**src/rtl/reg_ctrl_seq_pkg.sv**
```systemverilog
// Shared definitions for the register-transfer micro-op sequencer:
// opcode constants, default sizes, FSM state encoding and a sizing helper.
package reg_ctrl_seq_pkg;

  localparam int NUM_REGS_DEF = 8;
  localparam int DATA_W_DEF   = 16;
  localparam int CNT_W_DEF    = 4;

  localparam logic [2:0] OP_NOP  = 3'd0;
  localparam logic [2:0] OP_MOV  = 3'd1;
  localparam logic [2:0] OP_LDI  = 3'd2;
  localparam logic [2:0] OP_INC  = 3'd3;
  localparam logic [2:0] OP_INCN = 3'd4;

  typedef enum logic [2:0] {
    ST_IDLE  = 3'd0,
    ST_READ  = 3'd1,
    ST_WRITE = 3'd2,
    ST_INC   = 3'd3,
    ST_DONE  = 3'd4
  } state_t;

  // Register index width; a single-register bank still gets a 1-bit index.
  function automatic int idx_width(input int n);
    return (n > 1) ? $clog2(n) : 1;
  endfunction

endpackage

```
**src/rtl/reg_ctrl_seq_if.sv**
```systemverilog
// Micro-op handshake and register-bank strobe bundle between the op source
// (master) and the sequencer (slave).
interface reg_ctrl_seq_if #(
  parameter int NUM_REGS = reg_ctrl_seq_pkg::NUM_REGS_DEF,
  parameter int DATA_W   = reg_ctrl_seq_pkg::DATA_W_DEF
);
  import reg_ctrl_seq_pkg::*;

  localparam int IDX_W = idx_width(NUM_REGS);

  logic                op_valid;
  logic                op_ready;
  logic [2:0]          op_code;
  logic [IDX_W-1:0]    op_src;
  logic [IDX_W-1:0]    op_dst;
  logic [DATA_W-1:0]   op_imm;
  logic [NUM_REGS-1:0] wr_en;
  logic [NUM_REGS-1:0] ldbus_en;
  logic [NUM_REGS-1:0] inc_en;
  logic                imm_en;
  logic [DATA_W-1:0]   bus_imm;
  logic                op_done;
  logic                op_err;

  modport master (
    output op_valid, op_code, op_src, op_dst, op_imm,
    input  op_ready, wr_en, ldbus_en, inc_en, imm_en, bus_imm, op_done, op_err
  );

  modport slave (
    input  op_valid, op_code, op_src, op_dst, op_imm,
    output op_ready, wr_en, ldbus_en, inc_en, imm_en, bus_imm, op_done, op_err
  );

endinterface

```
**src/rtl/reg_ctrl_seq_onehot_dec.sv**
```systemverilog
// Register index to one-hot strobe decoder; flags indices beyond the bank.
module onehot_dec #(
  parameter int NUM_REGS = 8,
  parameter int IDX_W    = 3
) (
  input  logic [IDX_W-1:0]    idx,
  output logic [NUM_REGS-1:0] onehot,
  output logic                oor
);

  // Match the index against every implemented register; no match means out of range.
  always_comb begin
    onehot = {NUM_REGS{1'b0}};
    oor    = 1'b1;
    for (int i = 0; i < NUM_REGS; i++) begin
      if (idx == IDX_W'(i)) begin
        onehot[i] = 1'b1;
        oor       = 1'b0;
      end else begin
        onehot[i] = 1'b0;
      end
    end
  end

endmodule

```
**src/rtl/reg_ctrl_seq.sv**
```systemverilog
// Micro-op sequencer: expands one accepted register-transfer op into
// cycle-by-cycle one-hot WR/LDBUS/INC strobes and an immediate bus drive.
// Every output is registered from the next-state values, so the strobes of a
// state appear in the cycle the FSM occupies that state.
module reg_ctrl_seq
  import reg_ctrl_seq_pkg::*;
#(
  parameter int NUM_REGS = NUM_REGS_DEF,
  parameter int DATA_W   = DATA_W_DEF,
  parameter int CNT_W    = CNT_W_DEF
) (
  input logic           clk,
  input logic           RST,
  reg_ctrl_seq_if.slave bus
);

  localparam int IDX_W = idx_width(NUM_REGS);

  state_t              state_r, state_nx_s;
  logic [CNT_W-1:0]    cnt_r, cnt_nx_s;
  logic [2:0]          code_r, code_nx_s;
  logic [IDX_W-1:0]    src_r, src_nx_s;
  logic [IDX_W-1:0]    dst_r, dst_nx_s;
  logic                err_r, err_nx_s;

  logic                op_ready_r;
  logic [NUM_REGS-1:0] wr_en_r, ldbus_en_r, inc_en_r;
  logic                imm_en_r;
  logic [DATA_W-1:0]   bus_imm_r;
  logic                op_done_r, op_err_r;

  logic [NUM_REGS-1:0] wr_en_nx_s, ldbus_en_nx_s, inc_en_nx_s;
  logic                imm_en_nx_s;
  logic [DATA_W-1:0]   bus_imm_nx_s;

  logic                accept_s;
  logic                acc_err_s;
  logic [IDX_W-1:0]    src_sel_s, dst_sel_s;
  logic [NUM_REGS-1:0] src_oh_s, dst_oh_s;
  logic                src_oor_s, dst_oor_s;

  assign accept_s = bus.op_valid & op_ready_r;

  // On the accept cycle decode the incoming fields, otherwise the latched ones.
  assign src_sel_s = accept_s ? bus.op_src : src_r;
  assign dst_sel_s = accept_s ? bus.op_dst : dst_r;

  onehot_dec #(.NUM_REGS(NUM_REGS), .IDX_W(IDX_W)) u_src_dec (
    .idx    (src_sel_s),
    .onehot (src_oh_s),
    .oor    (src_oor_s)
  );

  onehot_dec #(.NUM_REGS(NUM_REGS), .IDX_W(IDX_W)) u_dst_dec (
    .idx    (dst_sel_s),
    .onehot (dst_oh_s),
    .oor    (dst_oor_s)
  );

  // Classify the op being accepted: illegal opcode or a bad register index is an error.
  always_comb begin
    acc_err_s = 1'b0;
    case (bus.op_code)
      OP_NOP:                  acc_err_s = 1'b0;
      OP_MOV:                  acc_err_s = src_oor_s | dst_oor_s;
      OP_LDI, OP_INC, OP_INCN: acc_err_s = dst_oor_s;
      default:                 acc_err_s = 1'b1;
    endcase
  end

  // Next-state, counter and field-latch logic.
  always_comb begin
    state_nx_s = state_r;
    cnt_nx_s   = cnt_r;
    code_nx_s  = code_r;
    src_nx_s   = src_r;
    dst_nx_s   = dst_r;
    err_nx_s   = err_r;
    case (state_r)
      ST_IDLE: begin
        if (accept_s) begin
          code_nx_s = bus.op_code;
          src_nx_s  = bus.op_src;
          dst_nx_s  = bus.op_dst;
          err_nx_s  = acc_err_s;
          cnt_nx_s  = {CNT_W{1'b0}};
          if (acc_err_s) begin
            state_nx_s = ST_DONE;
          end else begin
            case (bus.op_code)
              OP_MOV:  state_nx_s = ST_READ;
              OP_LDI:  state_nx_s = ST_WRITE;
              OP_INC: begin
                cnt_nx_s   = CNT_W'(1);
                state_nx_s = ST_INC;
              end
              OP_INCN: begin
                cnt_nx_s   = bus.op_imm[CNT_W-1:0];
                state_nx_s = (bus.op_imm[CNT_W-1:0] == {CNT_W{1'b0}}) ? ST_DONE : ST_INC;
              end
              default: state_nx_s = ST_DONE;
            endcase
          end
        end else begin
          state_nx_s = ST_IDLE;
        end
      end
      ST_READ:  state_nx_s = ST_WRITE;
      ST_WRITE: state_nx_s = ST_DONE;
      ST_INC: begin
        if (cnt_r > CNT_W'(1)) begin
          cnt_nx_s   = cnt_r - CNT_W'(1);
          state_nx_s = ST_INC;
        end else if (cnt_r == CNT_W'(1)) begin
          // INCN spends one trailing strobe-free INC cycle before completing.
          cnt_nx_s   = {CNT_W{1'b0}};
          state_nx_s = (code_r == OP_INCN) ? ST_INC : ST_DONE;
        end else begin
          state_nx_s = ST_DONE;
        end
      end
      ST_DONE: state_nx_s = ST_IDLE;
      default: state_nx_s = ST_IDLE;
    endcase
  end

  // Strobe values for the state being entered; they are registered below.
  always_comb begin
    wr_en_nx_s    = {NUM_REGS{1'b0}};
    ldbus_en_nx_s = {NUM_REGS{1'b0}};
    inc_en_nx_s   = {NUM_REGS{1'b0}};
    imm_en_nx_s   = 1'b0;
    bus_imm_nx_s  = bus_imm_r;
    case (state_nx_s)
      ST_READ: ldbus_en_nx_s = src_oh_s;
      ST_WRITE: begin
        wr_en_nx_s  = dst_oh_s;
        imm_en_nx_s = (code_nx_s == OP_LDI);
      end
      ST_INC: begin
        if (cnt_nx_s != {CNT_W{1'b0}}) begin
          inc_en_nx_s = dst_oh_s;
        end else begin
          inc_en_nx_s = {NUM_REGS{1'b0}};
        end
      end
      default: wr_en_nx_s = {NUM_REGS{1'b0}};
    endcase
    // The immediate stays on bus_imm until the next executed LDI.
    if (accept_s && !acc_err_s && bus.op_code == OP_LDI) begin
      bus_imm_nx_s = bus.op_imm;
    end else begin
      bus_imm_nx_s = bus_imm_r;
    end
  end

  // State, latched op fields and registered outputs; RST aborts any op in flight.
  always_ff @(posedge clk) begin
    if (RST) begin
      state_r    <= ST_IDLE;
      cnt_r      <= {CNT_W{1'b0}};
      code_r     <= OP_NOP;
      src_r      <= {IDX_W{1'b0}};
      dst_r      <= {IDX_W{1'b0}};
      err_r      <= 1'b0;
      op_ready_r <= 1'b0;
      wr_en_r    <= {NUM_REGS{1'b0}};
      ldbus_en_r <= {NUM_REGS{1'b0}};
      inc_en_r   <= {NUM_REGS{1'b0}};
      imm_en_r   <= 1'b0;
      bus_imm_r  <= {DATA_W{1'b0}};
      op_done_r  <= 1'b0;
      op_err_r   <= 1'b0;
    end else begin
      state_r    <= state_nx_s;
      cnt_r      <= cnt_nx_s;
      code_r     <= code_nx_s;
      src_r      <= src_nx_s;
      dst_r      <= dst_nx_s;
      err_r      <= err_nx_s;
      op_ready_r <= (state_nx_s == ST_IDLE);
      wr_en_r    <= wr_en_nx_s;
      ldbus_en_r <= ldbus_en_nx_s;
      inc_en_r   <= inc_en_nx_s;
      imm_en_r   <= imm_en_nx_s;
      bus_imm_r  <= bus_imm_nx_s;
      op_done_r  <= (state_nx_s == ST_DONE);
      op_err_r   <= (state_nx_s == ST_DONE) & err_nx_s;
    end
  end

  assign bus.op_ready = op_ready_r;
  assign bus.wr_en    = wr_en_r;
  assign bus.ldbus_en = ldbus_en_r;
  assign bus.inc_en   = inc_en_r;
  assign bus.imm_en   = imm_en_r;
  assign bus.bus_imm  = bus_imm_r;
  assign bus.op_done  = op_done_r;
  assign bus.op_err   = op_err_r;

endmodule

```
**src/flat_wrapper.sv**
```systemverilog
// flat-port wrapper written by rule: the top's interface ports become plain ports
module reg_ctrl_seq_flat import reg_ctrl_seq_pkg::*;
#(
  parameter int NUM_REGS = NUM_REGS_DEF,
  parameter int DATA_W   = DATA_W_DEF,
  parameter int CNT_W    = CNT_W_DEF
)
  (clk, RST, bus_op_valid, bus_op_code, bus_op_src, bus_op_dst, bus_op_imm, bus_op_ready, bus_wr_en, bus_ldbus_en, bus_inc_en, bus_imm_en, bus_bus_imm, bus_op_done, bus_op_err);
  reg_ctrl_seq_if #(.NUM_REGS(NUM_REGS), .DATA_W(DATA_W)) bus_i ();
  input logic clk;
  input logic RST;
  input wire logic [$bits(bus_i.op_valid)-1:0] bus_op_valid;
  input wire logic [$bits(bus_i.op_code)-1:0] bus_op_code;
  input wire logic [$bits(bus_i.op_src)-1:0] bus_op_src;
  input wire logic [$bits(bus_i.op_dst)-1:0] bus_op_dst;
  input wire logic [$bits(bus_i.op_imm)-1:0] bus_op_imm;
  output wire logic [$bits(bus_i.op_ready)-1:0] bus_op_ready;
  output wire logic [$bits(bus_i.wr_en)-1:0] bus_wr_en;
  output wire logic [$bits(bus_i.ldbus_en)-1:0] bus_ldbus_en;
  output wire logic [$bits(bus_i.inc_en)-1:0] bus_inc_en;
  output wire logic [$bits(bus_i.imm_en)-1:0] bus_imm_en;
  output wire logic [$bits(bus_i.bus_imm)-1:0] bus_bus_imm;
  output wire logic [$bits(bus_i.op_done)-1:0] bus_op_done;
  output wire logic [$bits(bus_i.op_err)-1:0] bus_op_err;
  assign bus_i.op_valid = bus_op_valid;
  assign bus_i.op_code = bus_op_code;
  assign bus_i.op_src = bus_op_src;
  assign bus_i.op_dst = bus_op_dst;
  assign bus_i.op_imm = bus_op_imm;
  assign bus_op_ready = bus_i.op_ready;
  assign bus_wr_en = bus_i.wr_en;
  assign bus_ldbus_en = bus_i.ldbus_en;
  assign bus_inc_en = bus_i.inc_en;
  assign bus_imm_en = bus_i.imm_en;
  assign bus_bus_imm = bus_i.bus_imm;
  assign bus_op_done = bus_i.op_done;
  assign bus_op_err = bus_i.op_err;
  reg_ctrl_seq #(.NUM_REGS(NUM_REGS), .DATA_W(DATA_W), .CNT_W(CNT_W)) u_core (.clk(clk), .RST(RST), .bus(bus_i));
endmodule
```
**config.mk**
```make
export PLATFORM = sky130hd
export DESIGN_NAME = reg_ctrl_seq_flat
export DESIGN_NICKNAME = d
export VERILOG_FILES = /design/src/rtl/reg_ctrl_seq_pkg.sv /design/src/rtl/reg_ctrl_seq_if.sv /design/src/rtl/reg_ctrl_seq_onehot_dec.sv /design/src/rtl/reg_ctrl_seq.sv /design/src/flat_wrapper.sv
export SDC_FILE = /design/constraint.sdc
export NUM_CORES = 1
export LEC_CHECK = 0
export ABC_AREA = 1
export CELL_PAD_IN_SITES_DETAIL_PLACEMENT = 1
export CELL_PAD_IN_SITES_GLOBAL_PLACEMENT = 1
export CORE_MARGIN = 2
export CORE_UTILIZATION = 30
export DETAILED_ROUTE_END_ITERATION = 16
export HOLD_SLACK_MARGIN = 0.1
export PLACE_DENSITY = 0.75
export SLEW_MARGIN = 40
export SYNTH_ARGS = -nofsm -noshare
export SYNTH_HDL_FRONTEND = slang
export SYNTH_HIERARCHICAL = 1
export SYNTH_SLANG_ARGS = --single-unit
```
**constraint.sdc**
```tcl
create_clock -name clk -period 2.06 [get_ports clk]
set_clock_uncertainty 0.1 [all_clocks]
set_input_delay 0.412 -clock clk [delete_from_list [all_inputs] [get_ports clk]]
set_output_delay 0.412 -clock clk [all_outputs]
set_load 0.005 [all_outputs]
```
* Yosys cells after proc, flatten, opt, wreduce, memory -nomap -nowiden
Cells that the tools add are included.
Word-level totals: logic and storage cells 118, memory bits (writable) 0, memories 0, memory bits (read-only) 0, input port bits 28, register bits after elaboration 61, bits in latches 0, output and inout port bits 44
Operators by class: multiply operators 0, eq/ne operators 28, bitwise operators 7, shift-type cells 0, order comparisons 1, reduce and logical (&&, ||, !) cells 14, mux-type cells 53, add/subtract/negate cells 1, div/mod/pow operators 0
Operator list (number):
- $mux W1 | 34
- $eq A3 B2 Y1 const B | 11
- $eq A3 B3 Y1 const B | 11
- $mux W3 | 10
- $pmux W3 S4 | 2
- $mux W4 | 4
- $pmux W4 S2 | 2
- $eq A3 B1 Y1 const B | 5
- $logic_not A3 Y1 | 5
- $reduce_or A3 Y1 | 2
- $eq A4 B1 Y1 const B | 1
- $gt A4 B1 Y1 const B | 1
- $logic_not A4 Y1 | 1
- $not A1 Y1 | 4
- $reduce_bool A4 Y1 | 1
- $reduce_or A2 Y1 | 2
- $sub A4 B1 Y4 const B | 1
- $pmux W1 S3 | 1
- $and A1 B1 Y1 | 2
- $logic_and A1 B1 Y1 | 2
- $logic_not A1 Y1 | 1
- $or A1 B1 Y1 | 1

* Depth between registers and ports, before layout
Gate-level depths: netlist (run 1).
word-level depth 19, gate-level depth with buffers 14, gate-level depth less buffers 13

* Cells and area by module
The synthesis (run 1) kept the hierarchy.
By module, submodules not included:
- reg_ctrl_seq | cells each 330, area each 2481.1 um2, instances 1
- onehot_dec | cells each 17, area each 67.6 um2, instances 2

* Worst setup path after synthesis (run 1)
No wires, ideal clock.
path kind input-to-reg, start input port bus_op_valid, end register u_core.wr_en_r[7], in the netlist u_core/bus.wr_en[7], data required time 1.895 ns, arrival 1.579 ns, path buffers 1, stages on the path 8, setup slack 0.316 ns, library setup time 0.065 ns, cells stage by stage nand2_1 inv_1 clkbuf_1 o21ai_0 inv_2 nor2_1 inv_1 nor2_1
Between the ends: elaborated cells between the ends (all ways) 44, those cells by class eq/ne: 15; mux: 23; bitwise: 3; reduce/logical: 3
RTL lines:
- from (decl) | RTL line flat_wrapper.sv:12 | input wire logic [$bits(bus_i.op_valid)-1:0] bus_op_valid;
- $and A1 B1 Y1 | RTL line reg_ctrl_seq.sv:42 | assign accept_s = bus.op_valid & op_ready_r;
- $mux W3 | RTL line reg_ctrl_seq.sv:46 | assign dst_sel_s = accept_s ? bus.op_dst : dst_r;
- named net u_core.dst_sel_s[2] | RTL line reg_ctrl_seq.sv:38 | logic [IDX_W-1:0] src_sel_s, dst_sel_s;
- $eq A3 B3 Y1 | RTL line reg_ctrl_seq_onehot_dec.sv:16 | if (idx == IDX_W'(i)) begin
- $mux W1 | RTL line reg_ctrl_seq_onehot_dec.sv:16
- named net u_core.dst_oh_s[7] | RTL line reg_ctrl_seq.sv:39 | logic [NUM_REGS-1:0] src_oh_s, dst_oh_s;
- to (signal assigned) | RTL line reg_ctrl_seq.sv:167 | wr_en_r <= {NUM_REGS{1'b0}};
- to (signal assigned) | RTL line reg_ctrl_seq.sv:182 | wr_en_r <= wr_en_nx_s;
- to (decl) | RTL line reg_ctrl_seq.sv:27 | logic [NUM_REGS-1:0] wr_en_r, ldbus_en_r, inc_en_r;
The timed path passes the listed nets, and every way through them passes these cells. A chain may end at the register's enable or synchronous reset.

* Worst setup path in the final report (run 1)
start input port bus_op_valid, end register u_core.inc_en_r[1], in the netlist u_core/bus.inc_en[1]
Between the ends: longest elaborated chain between the ends 19, elaborated cells between the ends (all ways) 49, those cells by class eq/ne: 15; mux: 26; bitwise: 4; reduce/logical: 4
Ends and longest elaborated chain:
- $and A1 B1 Y1 (*) | RTL line reg_ctrl_seq.sv:42
- $mux W3, on equally long branches | RTL line reg_ctrl_seq.sv:45, reg_ctrl_seq.sv:46
- $logic_not A3 Y1 | RTL line reg_ctrl_seq_onehot_dec.sv:16
- $mux W1 (8 in a row) | RTL line reg_ctrl_seq_onehot_dec.sv:16
- $or A1 B1 Y1 | RTL line reg_ctrl_seq.sv:65 | OP_MOV: acc_err_s = src_oor_s | dst_oor_s;
- $pmux W1 S3 | RTL line reg_ctrl_seq.sv:63 | case (bus.op_code)
- $mux W3 or $mux W4 (tied branches) | RTL line reg_ctrl_seq.sv:87 | if (acc_err_s) begin
- $mux W3 or $mux W4 (tied branches) | RTL line reg_ctrl_seq.sv:81 | if (accept_s) begin
- $pmux W3 S4 or $pmux W4 S2 (tied branches) | RTL line reg_ctrl_seq.sv:79 | case (state_r)
- $eq A3 B2 Y1 or $reduce_bool A4 Y1 (tied branches) | RTL line reg_ctrl_seq.sv:134, reg_ctrl_seq.sv:141
- $not A1 Y1 (no source line)
- $reduce_or A3 Y1 (no source line)
- to (signal assigned) | RTL line reg_ctrl_seq.sv:169 | inc_en_r <= {NUM_REGS{1'b0}};
- to (signal assigned) | RTL line reg_ctrl_seq.sv:184 | inc_en_r <= inc_en_nx_s;
- to (decl) | RTL line reg_ctrl_seq.sv:27
Mark *: on every way between the ends. The rest lies on a longest branch, timed or not.

==> impl_results.md, run 1 <==
* Status: completed
* Reg-to-reg endpoint: u_core/bus.ldbus_en[4]
* Port-buffer cells at 71
* Final hold violations at 0
* Layout Utilization at 0.452
* Unique masters post-synth at 30
* Area Overhead vs Synth at 48.6%
* Register area share after synthesis at 0.467
* Final period util at 0.936
* Setup TNS at 0 ps
* R2r setup slk at 180 ps
* Vias at 2,578
* Worst Hold Class: reg -> reg
* Root buffer cell: clkbuf_8
* End of the critical path: u_core/bus.inc_en[1]
* Initial Util at 0.304
* Net Count, Synth at between 300 and 400
* Post-DP HPWL at roughly 5400 um
* Share of cells above drive strength 1 at 0.174
* WP data required at 2230 ps
* Pre-CTS setup slack at -375 ps
* Mux cell area share after synthesis at 0
* Largest net degree at the start of global routing at 33
* TritonRoute pass-1 iters at 4
* Initial DRC Count at 50
* Min setup slack post-route at approximately 130 ps
* Synth Area in Simple Gates at 0.264
* CTS tree: yes
* Cell depth of the worst flop-to-flop path at 10
* Commonest non-fill, non-tap cell in the layout: clkdlybuf4s50_1
* Die H at just under 100 um
* Drt total wl at approximately 7200 um
* Avg Vias per Cell at ~4.5
* Yosys Warn Count at 6
* Worst stage delay on the critical path at between 400 and 500 ps
* CTS Buf Count at 9
* Cell depth of the worst setup path at 12
* Slowest CP cell: clkdlybuf4s50_1
* Finish-stage setup viols at 0
* Mean cell area of the mapped netlist at between 7 and 8 um2
* Core ar. at 8590 um2
* Buffers and inverters on the worst path at 5
* Vias in the first global route at between 2,000 and 3,000
* Worst VDD drop at 0.273 mV
* Fmax at between 0.5 and 0.6 GHz
* Crit path from: bus_op_valid
* Clk sink count at around 60
* Die area at 9480 um2
* DRT antenna net count at 0
* Startpoint class of the critical path: primary input
* Cell area after synthesis at around 2600 um2
* Final Critical Period at roughly 1900 ps
* Worst-path clk slew at approximately 60 ps
* Max clock buf depth at 2
* Yosys reg bits at 61
* Cells along the critical path: clkdlybuf4s50_1, nand2_1, inv_1, buf_4, nand3_2, clkinv_2, nand3_2, nand2_2, inv_2, nor2_4, nand2_4, nor2_2
* Fill count at roughly 1,100
* Synth Area in Adders at 0.00956
* First-pass GRT wire length at between 10,000 and 15,000 um
* Nets at 496
* GRT Residual Overflow at 0
* Most frequent cells in the layout: 68 x clkdlybuf4s50_1, 62 x nor2_1, 61 x dfxtp_1, 60 x inv_1, 47 x nand2_1
* # rows at 34
* Initial antenna violation count at 0
* CP delay by family, top: buffers and inverters
* Post-synthesis xor/xnor area fraction at 0.00335
* Max-slew violation count at 0
* Crit Path Class: in -> reg
* RSZ-0062 raised after global routing: no
* Min Hold Slack at 349 ps
* Die W at 97.4 um
* RR Startpoint: u_core/cnt_r[1]
* Cts hold-fix bufs at 0
* Largest family of logic cells by synthesized area: simple AND/OR/NAND/NOR gates
* I/O Pins at just over 70
* CTS H-tree depth at 3
* Synth Instances at approximately 360
* Antenna diodes at 0
* PwrDens at 686 nW/um2
* # DRC at 0
* WP data arrival at roughly 2100 ps
* Gr usage total at 0.157
* Setup bufs post-CTS at 0
* Most frequent CP cell: nand3_2
* Clock Latency Late Sink at 330 ps
* Routability congestion estimate at about 0.86
* Post-synthesis compound-gate area fraction at 0.135
* Leak Pwr at ~1.6 nW
* CP Capture Type: register
* Max-cap violations at 0
* Crit Path Max Fanout at 8
* Routed wire per std cell at about 12 um
[cell type report]
| cell class | count | area (um2) | area share |
|---|---|---|---|
| flip-flops and latches | 61 | 1220 | 0.314 |
| multi-input cells | 224 | 1120 | 0.287 |
| repair buffers | 102 | 972 | 0.250 |
| inverters | 68 | 256 | 0.0660 |
| clock buffers | 10 | 138 | 0.0354 |
| well taps | 108 | 135 | 0.0348 |
| clock inverters | 6 | 47.5 | 0.0122 |
[Yosys cell counts, drive strengths merged]
master  instances  area share
a21boi          1      0.0029
a21oi          28       0.054
buf             6       0.014
clkbuf          5      0.0072
clkinv          1      0.0019
conb            2      0.0029
dfxtp          61        0.47
ha              2      0.0096
inv            67       0.096
nand2          53       0.086
nand3          19       0.042
nand3b          1      0.0029
nand4           3       0.012
nor2           73        0.12
nor3            2      0.0057
o21ai          38       0.076
o31ai           1      0.0029
xor2            1      0.0033
[worst reg2reg max path, cell delays in order, from the launching register on]
cell	delay (ps)
dfxtp_1	310
inv_1	110
ha_1	240
o21ai_2	90
inv_1	60
nand2_1	60
nand2_1	110
o31ai_1	110
nor2_1	280
nand4_4	200
nor2_1	140
[per-stage QoR]
stage	std cells	total power, mW	instance area, um2
floorplan	364	1.49	2620
CTS	579	2.70	3850
finish	579	2.67	3890
global route	579	2.82	3890
global placement	563	1.69	3660
detailed placement	563	1.70	3660
[power by group]
| part | switching, mW | total (mW) | internal [mW] |
|---|---|---|---|
| sequential | 0.0160 | 1.23 | 1.21 |
| clock | 0.506 | 0.980 | 0.474 |
| combinational | 0.255 | 0.459 | 0.203 |
[metal layers]
metal	vias to the layer above	GRT usage	part of all wire	routed length [um]
met2	55	0.277	0.51	3670
met3	9	0.0482	0.037	266
met5	-	0	0	0
met4	0	0.0524	0.014	99
li1	1327	-	-	-
met1	1187	0.181	0.44	3120
[flip-flops by register name (all words and copies together) (netlist names), 3 cells and up]
register / flops
u_core/bus.wr_en: 8
u_core/bus.ldbus_en: 8
u_core/bus.inc_en: 8
u_core/state_r: 3
u_core/src_r: 3
u_core/cnt_r: 4
u_core/bus.bus_imm: 16
u_core/code_r: 3
u_core/dst_r: 3
[kinds of logic (layout without fill, tap and decap cells)]
kind of cell,count (synthesis),count (layout)
compound gates,68,68
xor+xnor,1,1
fa+ha+maj,2,2
buf+inv,79,186
flops,61,61
other cells,2,2
simple gates,151,151
[timing repair]
item	in CTS	in global routing
setup endpoints to repair	4	25
pin swaps	0	1
cloned	0	0
hold endpoints to repair	0	0
resized for setup	1	15
[worst min path at each step]
| stage | cells after the start | startpoint | slack (ps) | to |
|---|---|---|---|---|
| 2_1_floorplan | 2 | u_core/dst_r[2] | 320 | u_core/dst_r[2] |
| 3_3_place_gp | 2 | u_core/bus.bus_imm[11] | 330 | u_core/bus.bus_imm[11] |
| 3_5_place_dp | 2 | u_core/bus.bus_imm[6] | 340 | u_core/bus.bus_imm[6] |
| 4_1_cts | 2 | u_core/bus.bus_imm[13] | 350 | u_core/bus.bus_imm[13] |
| 5_1_grt | 2 | u_core/bus.bus_imm[14] | 370 | u_core/bus.bus_imm[14] |
| 6_report | 2 | u_core/src_r[1] | 350 | u_core/src_r[1] |
Power figures use the tool's default switching activity.
==> run 2: changes to the inputs <==
--- a/config.mk
+++ b/config.mk
@@ -13,6 +13,7 @@
 export DETAILED_ROUTE_END_ITERATION = 16
 export HOLD_SLACK_MARGIN = 0.1
 export PLACE_DENSITY = 0.75
+export REMOVE_ABC_BUFFERS = 1
 export SLEW_MARGIN = 40
 export SYNTH_ARGS = -nofsm -noshare
 export SYNTH_HDL_FRONTEND = slang
==> run 2 against run 1 <==
Global-route usage up 0.28 points. Sequential cell count unchanged. Wire length down 1.8%. Sequential power about the same. Design area about the same. Clock power up 19%. Die area unchanged. First-iteration DRC count up 50%. Final cell count down 0.35%. Combinational power down 4%. Critical endpoint unchanged.
==> impl_results.md, run 2 (synthesized netlist as in run 1, its figures left out) <==
* Status: completed
* Initial DRC Count at between 70 and 80
* CTS H-tree depth at 3
* Largest net degree at the start of global routing at 33
* Max-cap violations at 0
* Pre-CTS setup slack at -270 ps
* Startpoint class of the critical path: primary input
* CP Capture Type: register
* # rows at 34
* Worst stage delay on the critical path at between 400 and 500 ps
* Root buffer cell: clkbuf_8
* Min setup slack post-route at 155 ps
* Nets at just under 500
* Crit Path Class: in -> reg
* Worst-path clk slew at 70 ps
* Most frequent cells in the layout: 70 x clkdlybuf4s50_1, 63 x nor2_1, 60 x inv_1, 60 x dfxtp_1, 47 x nand2_1
* DRT antenna net count at 0
* Crit path from: bus_op_code[1]
* Final period util at 0.925
* Die H at about 100 um
* Setup bufs post-CTS at 0
* Finish-stage setup viols at 0
* Final Critical Period at between 1500 and 2000 ps
* # DRC at 0
* Max clock buf depth at 2
* I/O Pins at a little over 70
* Routed wire per std cell at 12.2 um
* Vias in the first global route at approximately 2,700
* Avg Vias per Cell at 4.42
* Clk sink count at 61
* Initial Util at 0.304
* RSZ-0062 raised after global routing: no
* Worst rel slew slack at 0.613
* Core ar. at between 8000 and 9000 um2
* Drt total wl at 7030 um
* Commonest non-fill, non-tap cell in the layout: clkdlybuf4s50_1
* Post-DP HPWL at 5450 um
* Cts hold-fix bufs at 0
* Port-buffer cells at between 70 and 80
* Fill count at 1,106
* Die W at 97.4 um
* Max FFs per register at 16
* Worst min-delay path startpoint: u_core/bus.bus_imm[4]
* Cells along the critical path: clkdlybuf4s50_1, inv_2, nand3_4, buf_4, nor2_1, nand3_1, nand2_1, nand3_1, nand2_1, nor2_1, nand2_1, nand2_4, nor2_2
* Most frequent CP cell: nand2_1
* Worst-Margin Slew at about 570 ps
* Gr usage total at 0.160
* Clock Latency Late Sink at around 340 ps
* WP data required at ~2200 ps
* Share of cells above drive strength 1 at 0.171
* Fmax at between 0.5 and 0.6 GHz
* Worst VDD drop at between 0.3 and 0.4 mV
* Initial antenna violation count at 0
* First-pass GRT wire length at around 12,000 um
* Crit Path Max Fanout at 8
* Area Overhead vs Synth at 48.5%
* Area after DPL at 3640 um2
* Die area at approximately 9500 um2
* CTS Buf Count at 9
* Worst Hold Class: reg -> reg
* TritonRoute pass-1 iters at 4
* Antenna diodes at 0
* RR Startpoint: u_core/cnt_r[1]
* Total power at 2.84 mW
* Max-slew violation count at 0
* Vias at about 2,600
* Slowest CP cell: clkdlybuf4s50_1
* WP data arrival at between 2000 and 2500 ps
* Leak Pwr at roughly 1.6 nW
* GRT Residual Overflow at 0
* Routability congestion estimate at between 0.8 and 0.9
* PwrDens at about 730 nW/um2
* Design Area, Final at 3890 um2
* CTS tree: yes
* Final hold violations at 0
==> run 2: cell types whose count changed in the layout (fill, tap and decap cells not counted), sizes merged <==
cell	delta
bufinv	+2
clkdlybuf4s50	+2
clkinv	+2
inv	-1
dlymetal6s2s	-1
buf	-1
dlygate4sd2	-1
clkinvlp	-4
==> run 2: per-layer routing <==
layer | share of wire | up-vias | GRT usage
li1 | - | 1318 | -
met1 | 0.44 | 1180 | 0.181
met2 | 0.51 | 44 | 0.284
met3 | 0.036 | 10 | 0.0518
met4 | 0.014 | 0 | 0.0524
met5 | 0 | - | 0
==> run 2: through the flow <==
step / utilization / TNS (ps) / std cells / hold WS [ps]
floorplan: - / 0 / 353 / 327
global placement: 0.424 / -4230 / 562 / 333
detailed placement: 0.424 / -6480 / 562 / 339
CTS: 0.449 / 0 / 577 / 349
global route: 0.452 / 0 / 577 / 371
finish: 0.452 / 0 / 577 / 345
==> run 2: repair_timing <==
item,4_1_cts,5_1_grt
hold endpoints to repair,0,0
setup endpoints to repair,0,25
gates resized for setup,0,10
==> run 2: final cells by class <==
cell class	count	area (um2)	share of cell area
flip-flops and latches	61	1220	0.315
multi-input cells	224	1110	0.285
repair buffers	101	951	0.245
inverters	68	256	0.0660
clock buffers	10	138	0.0354
well taps	108	135	0.0348
clock inverters	5	75.1	0.0193
==> run 2: power breakdown <==
group / leakage (nW) / switching (mW) / internal (mW)
registers: 0.495 / 0.0171 / 1.21
clock network: 0.112 / 0.467 / 0.701
logic: 0.989 / 0.245 / 0.198
total: 1.60 / 0.729 / 2.11
==> run 2: final timing paths <==
kind	endpoint	slack, ps	depth (start not counted)
setup / recovery	u_core/bus.inc_en[1]	150	13
hold reg to reg	u_core/bus.bus_imm[4]	350	2
setup reg to reg	u_core/bus.ldbus_en[5]	210	10
hold / removal	u_core/bus.bus_imm[4]	350	2
==> run 2: worst max-delay path, delay by kind of cell <==
kind / cells / cell delay, ps
buffers and inverters: 3 / 740
AND/OR/NAND/NOR: 10 / 920
